==> config.mk <==
export PLATFORM = sky130hd
export DESIGN_NAME = count_sequencer
export DESIGN_NICKNAME = d
export VERILOG_FILES = /design/src/rtl/counter_pkg.sv /design/src/rtl/rate_tick.sv /design/src/rtl/count_sequencer.sv
export SDC_FILE = /design/constraint.sdc
export NUM_CORES = 1
export LEC_CHECK = 0
export CORE_MARGIN = 2
export CORE_UTILIZATION = 54
export CTS_BUF_LIST = sky130_fd_sc_hd__clkbuf_4 sky130_fd_sc_hd__clkbuf_8
export DETAILED_ROUTE_END_ITERATION = 10
export GPL_TIMING_DRIVEN = 0
export PLACE_DENSITY = 0.85
export RECOVER_POWER = 50
export SLEW_MARGIN = 20
export SYNTH_ARGS = -nofsm -noshare
export SYNTH_HDL_FRONTEND = slang
export SYNTH_SLANG_ARGS = --single-unit
==> constraint.sdc <==
create_clock -name i_clk -period 3.06 [get_ports i_clk]
set_clock_uncertainty 0.05 [all_clocks]
set_input_delay 0.306 -clock i_clk [delete_from_list [all_inputs] [get_ports i_clk]]
set_output_delay 0.306 -clock i_clk [all_outputs]
set_load 0.02 [all_outputs]
==> src/rtl/counter_pkg.sv <==
// Shared state encoding and tick-rate defaults for the HEX0 counter path.
package counter_pkg;

    typedef enum logic [2:0] {
        ST_IDLE  = 3'd0,
        ST_LOAD  = 3'd1,
        ST_RUN   = 3'd2,
        ST_PAUSE = 3'd3,
        ST_DONE  = 3'd4
    } state_e;

    // Simulation-friendly rates; the board build overrides with the BOARD_ set.
    localparam int SIM_RATE0   = 1;
    localparam int SIM_RATE1   = 5;
    localparam int SIM_RATE2   = 10;
    localparam int SIM_RATE3   = 20;
    localparam int BOARD_RATE0 = 1;
    localparam int BOARD_RATE1 = 50_000_000;
    localparam int BOARD_RATE2 = 100_000_000;
    localparam int BOARD_RATE3 = 200_000_000;

    function automatic logic is_busy(input state_e s);
        return (s == ST_LOAD) || (s == ST_RUN) || (s == ST_PAUSE);
    endfunction

endpackage

==> src/rtl/rate_tick.sv <==
// Programmable down-counting divider: emits a tick when it reaches zero while running.
module rate_tick #(
    parameter int DIV_W = 26
) (
    input  logic             i_clk,
    input  logic             i_reset,
    input  logic             i_clear,
    input  logic             i_load,
    input  logic             i_run,
    input  logic [DIV_W-1:0] i_reload,
    output logic             o_tick
);

    logic [DIV_W-1:0] r_div;

    assign o_tick = i_run && (r_div == '0);

    // Holding (neither load nor run) freezes the divider so a pause resumes mid-period.
    always_ff @(posedge i_clk) begin
        if (i_reset) begin
            r_div <= '0;
        end else if (i_clear) begin
            r_div <= '0;
        end else if (i_load || o_tick) begin
            r_div <= i_reload;
        end else if (i_run) begin
            r_div <= r_div - DIV_W'(1);
        end
    end

endmodule

==> src/rtl/count_sequencer.sv <==
// Run controller for the HEX0 counter: load/run/pause/stop/terminal-count sequencing.
//   state    | meaning
//   IDLE  0  | stopped, count cleared
//   LOAD  1  | one cycle: take load_val, latch up/speed, preset divider
//   RUN   2  | divider running, count steps on each tick
//   PAUSE 3  | divider and count frozen
//   DONE  4  | terminal count reached, count held
module count_sequencer
    import counter_pkg::*;
#(
    parameter int CNT_W = 4,
    parameter int DIV_W = 26,
    parameter int RATE0 = SIM_RATE0,
    parameter int RATE1 = SIM_RATE1,
    parameter int RATE2 = SIM_RATE2,
    parameter int RATE3 = SIM_RATE3
) (
    input  logic             i_clk,
    input  logic             i_reset,
    input  logic             i_start,
    input  logic             i_stop,
    input  logic             i_pause,
    input  logic             i_up,
    input  logic [1:0]       i_speed,
    input  logic [CNT_W-1:0] i_load_val,
    output logic [CNT_W-1:0] o_count,
    output logic             o_tick,
    output logic             o_busy,
    output logic             o_done,
    output logic [2:0]       o_state
);

    localparam logic [DIV_W-1:0] L_RATE0 = DIV_W'(RATE0);
    localparam logic [DIV_W-1:0] L_RATE1 = DIV_W'(RATE1);
    localparam logic [DIV_W-1:0] L_RATE2 = DIV_W'(RATE2);
    localparam logic [DIV_W-1:0] L_RATE3 = DIV_W'(RATE3);

    state_e           r_state, w_next;
    logic [CNT_W-1:0] r_count, w_count_next;
    logic             r_up;
    logic [1:0]       r_speed;
    logic [1:0]       w_speed_sel;
    logic [DIV_W-1:0] w_rate, w_reload;
    logic [CNT_W-1:0] w_terminal;
    logic             w_tick;

    // In LOAD the divider presets from the live speed input; afterwards from the latched copy.
    always_comb begin
        w_speed_sel = (r_state == ST_LOAD) ? i_speed : r_speed;
        case (w_speed_sel)
            2'b00:   w_rate = L_RATE0;
            2'b01:   w_rate = L_RATE1;
            2'b10:   w_rate = L_RATE2;
            default: w_rate = L_RATE3;
        endcase
        w_reload   = w_rate - DIV_W'(1);
        w_terminal = r_up ? '1 : '0;
    end

    rate_tick #(.DIV_W(DIV_W)) u_rate_tick (
        .i_clk    (i_clk),
        .i_reset  (i_reset),
        .i_clear  (i_stop),
        .i_load   (r_state == ST_LOAD),
        .i_run    (r_state == ST_RUN),
        .i_reload (w_reload),
        .o_tick   (w_tick)
    );

    always_comb begin
        w_next       = r_state;
        w_count_next = r_count;
        if (i_stop) begin
            w_next       = ST_IDLE;
            w_count_next = '0;
        end else begin
            case (r_state)
                ST_IDLE: if (i_start) w_next = ST_LOAD;
                ST_LOAD: begin
                    w_count_next = i_load_val;
                    w_next       = ST_RUN;
                end
                ST_RUN: begin
                    if (w_tick && (r_count != w_terminal))
                        w_count_next = r_up ? r_count + CNT_W'(1) : r_count - CNT_W'(1);
                    // Pause outranks the terminal tick; the DONE tick recurs after resume.
                    if (i_pause)
                        w_next = ST_PAUSE;
                    else if (w_tick && (r_count == w_terminal))
                        w_next = ST_DONE;
                end
                ST_PAUSE: if (!i_pause) w_next = ST_RUN;
                ST_DONE:  if (i_start) w_next = ST_LOAD;
                default:  w_next = ST_IDLE;
            endcase
        end
    end

    always_ff @(posedge i_clk) begin
        if (i_reset) begin
            r_state <= ST_IDLE;
            r_count <= '0;
            r_up    <= 1'b0;
            r_speed <= 2'b00;
        end else begin
            r_state <= w_next;
            r_count <= w_count_next;
            if (r_state == ST_LOAD && !i_stop) begin
                r_up    <= i_up;
                r_speed <= i_speed;
            end
        end
    end

    assign o_count = r_count;
    assign o_tick  = w_tick;
    assign o_busy  = is_busy(r_state);
    assign o_done  = (r_state == ST_DONE);
    assign o_state = r_state;

endmodule

==> PnR_summary.wiki <==
{| class="wikitable"
! Metric !! Value
|-
| Final non-filler cell area || 2850 sq um
|-
| Number of standard cells in the final layout excluding fillers || 378
|-
| Upper clock frequency limit || 334 MHz
|-
| Count of endpoints failing setup in the final report || 0
|-
| Total number of clock tree sinks || 36
|-
| Number of storage elements in the synthesis netlist || 36
|-
| Worst vdd ir || 0.000312 V
|-
| Result of the run || finished clean
|-
| Worst slew pin tran || between 0.7 and 0.8 ns
|-
| Startpoint type of the worst setup path || flop
|-
| Share of async-settable or async-resettable flops after synthesis || 0%
|-
| Leakage || between 1 and 1.5 nW
|-
| Total number of yosys warnings || 0
|-
| Setup WS post-layout || 0.0620 ns
|-
| Area growth from synthesis to layout || 22.8%
|-
| Number of failing hold endpoints at the final stage || 0
|-
| Largest net degree at the start of global routing || 11
|-
| Worst Reg2Reg Path Length in Cells || 11
|-
| Worst setup path startpoint || u_rate_tick.r_div[21]
|-
| Clock insertion delay at the later pin of the skew report || about 0.3 ns
|-
| Average footprint of a synthesized cell || 7.96 sq um
|-
| Largest area contributor in the synthesized netlist || dfxtp_1
|-
| Ratio of cells with drive above 1 in the final layout || 17.1%
|-
| H-tree depth || 2
|-
| Endpoint of the worst register-to-register path || u_rate_tick.r_div[6]
|-
| Reg-to-reg critical path startpoint || u_rate_tick.r_div[21]
|-
| Critical Path AT || 3.17 ns
|-
| Detailed Routing Iterations Pass 1 || 6
|-
| First-pass GRT wire length || 10.7 mm
|-
| Antenna violations before repair || 0
|-
| Number of synthesized flops with an enable pin || 0
|-
| Total instance count after detailed placement || around 360
|-
| Flip-flop cell with the highest count after synthesis || dfxtp_1
|-
| Gate count of the mapped netlist || 292
|-
| Site Rows || 23
|-
| Vertical die dimension || 69.6 um
|-
| Final Max Slew Viols || 0
|-
| Post-layout net count || between 300 and 400
|-
| Number of remaining DRC errors || 0
|-
| Utilization after layout || 70.3%
|-
| Remaining Overflow, GRT || 0
|-
| Worst Path Required || 3.23 ns
|-
| Power per cell area || 431 nW/um^2
|-
| Global-route total usage across every layer || roughly 28%
|-
| Detail-routed net length per standard cell || ~17 um
|-
| Layer with the highest usage || met2
|-
| Number of distinct library cells after synthesis || 62
|-
| Via count of the first global-routing pass || 2,260
|-
| Post-layout power || 1.23 mW
|-
| Fin crit share || 98.0%
|-
| Net count after synthesis || 308
|-
| Critical Path Sink || u_rate_tick.r_div[6]
|-
| Worst slew margin || 52.1%
|-
| Detailed-placement wirelength estimate || 4.35 mm
|-
| Routing usage on met1 || 37.2%
|-
| CTS tree || built
|-
| TritonCTS Buffers || 5
|-
| Worst setup slack after placement || -0.532 ns
|-
| Reg2Reg Setup Slack || between 0.06 and 0.07 ns
|-
| Via density per instance || 6.51
|-
| Grt met3 use || roughly 5.1%
|-
| Hold Crit Class || reg2reg
|-
| Core Box Area || 4060 sq um
|-
| Root Buffer Master || clkbuf_8
|-
| Via total after detailed routing || 2,461
|-
| Hold WS || 0.418 ns
|-
| Most area-consuming cells after synthesis || dfxtp_1 (31%), a21oi_1 (6.2%), nor2_1 (5.7%), nand2_1 (4.7%), o21ai_0 (3.2%)
|-
| Most common library cell in the layout ignoring fill and taps || nor2_1
|-
| Highest-count cells in the layout ignoring fill and taps || nor2_1 (34), dfxtp_1 (33), a21oi_1 (30), nand2_1 (29), o21ai_0 (15)
|-
| Post-CTS Hold Buffers || 0
|-
| Sequential area share after synthesis || between 30% and 40%
|-
| Maximum fanout count along the critical path || 10
|-
| Routed Antenna Nets || 0
|-
| Initial DRC count || between 300 and 400
|-
| CP endpoint kind || flop
|-
| Die Area || 4840 sq um
|-
| Area after DPL || 2630 sq um
|-
| GR Layer Usage met2 || 43.3%
|-
| Post-Route Setup TNS || 0 ns
|-
| Clock Tree Buf Depth || 2
|-
| Post-synth design cell area || 2320 sq um
|-
| Crit path time final || 3.00 ns
|-
| Count of buffers from port buffering || 21
|-
| Worst Setup Path Type || reg2reg
|-
| Antenna fix cells || 0
|-
| Initial standard-cell utilization of the core || a little under three fifths
|-
| Die width || 69.6 um
|-
| Clock-pin transition on the worst setup and hold timing paths || 0.07 ns
|-
| Routed wire length || 6.52 mm
|-
| I/O Pins || 22
|-
| Final GP Congestion || 0.924
|-
| Area share of the leading cell type in the synthesized netlist || 31.0%
|-
| Number of max-cap violations || 0
|}
cell usage after synthesis, types with 3 or more instances:
cell type / number
a211oi_1: 3
inv_1: 5
nor3_1: 13
or4_1: 4
nor4_2: 3
o31ai_1: 3
or3_1: 4
o211ai_1: 3
xnor2_1: 3
nand4_1: 3
nand2b_1: 6
xor2_1: 5
o2111ai_1: 3
a21oi_1: 29
ha_1: 3
mux2_2: 4
clkbuf_1: 11
mux2i_1: 4
o21ai_0: 15
a31oi_1: 3
dfxtp_1: 36
nand2_1: 29
nand3_1: 13
nor2_1: 35
o311ai_0: 6
worst min-delay path by stage:
stage	slack, ns	endpoint	from	depth (start not counted)
global placement	0.40	u_rate_tick.r_div[25]	u_rate_tick.r_div[25]	2
finish	0.42	u_rate_tick.r_div[25]	u_rate_tick.r_div[25]	2
floorplan	0.33	r_speed[0]	i_reset	1
global route	0.44	u_rate_tick.r_div[25]	u_rate_tick.r_div[25]	2
CTS	0.41	u_rate_tick.r_div[25]	u_rate_tick.r_div[25]	2
detailed placement	0.39	u_rate_tick.r_div[25]	u_rate_tick.r_div[25]	2
critical path, cell delays in order (launching register included):
cell and delay, ns:
dfxtp_2 0.36, nor4_4 0.36, and4_4 0.31, a31oi_4 0.10, clkbuf_4 0.21, a21oi_1 0.18, ha_2 0.24, nand2b_1 0.07
or4_4 0.47, a21o_1 0.23, a21oi_1 0.17, a21boi_1 0.17
metal layers:
layer,part of all wire [%],up-vias
met2,48,137
li1,-,1172
met1,41,1130
met4,2.0,0
met5,0,-
met3,8.7,22
where the power goes:
| group | total (mW) | switching (mW) | leakage (nW) | internal [mW] |
|---|---|---|---|---|
| clock network | 0.335 | 0.171 | 0.0445 | 0.164 |
| registers | 0.503 | 0.0211 | 0.292 | 0.482 |
| logic | 0.392 | 0.230 | 0.714 | 0.162 |
| total | 1.23 | 0.422 | 1.05 | 0.808 |
layout make-up:
class / count / area, sq um
plain buffers: 12 / 66.3
clock buffers: 6 / 76.3
clock inverters: 1 / 5.00
fillers: 322 / 1200
inverters: 5 / 18.8
multi-input cells: 237 / 1620
flip-flops and latches: 36 / 724
well taps: 50 / 62.6
repair buffers: 31 / 282
sequential cells by signal, indices dropped and copies added (netlist names):
name	cells
u_rate_tick.r_div	26
o_count	4
o_state	3
r_speed	2
r_up	1
cells by family after synthesis:
family	Yosys count	synth area share, %
AOI/OAI and AO/OA	89	26.3
xor gates and xnor gates	8	3.02
adders and majority gates	4	2.48
buffers and inverters	19	3.50
DFF	36	31.0
muxes	8	3.66
and+or+nand+nor	128	30.0
what timing repair did:
item / CTS / global route
endpoints found under the setup margin: 11 / 7
buffers inserted: 6 / 4
pin swaps: 5 / 5
gates resized for setup: 11 / 13
(Power assumes the default switching activity.)
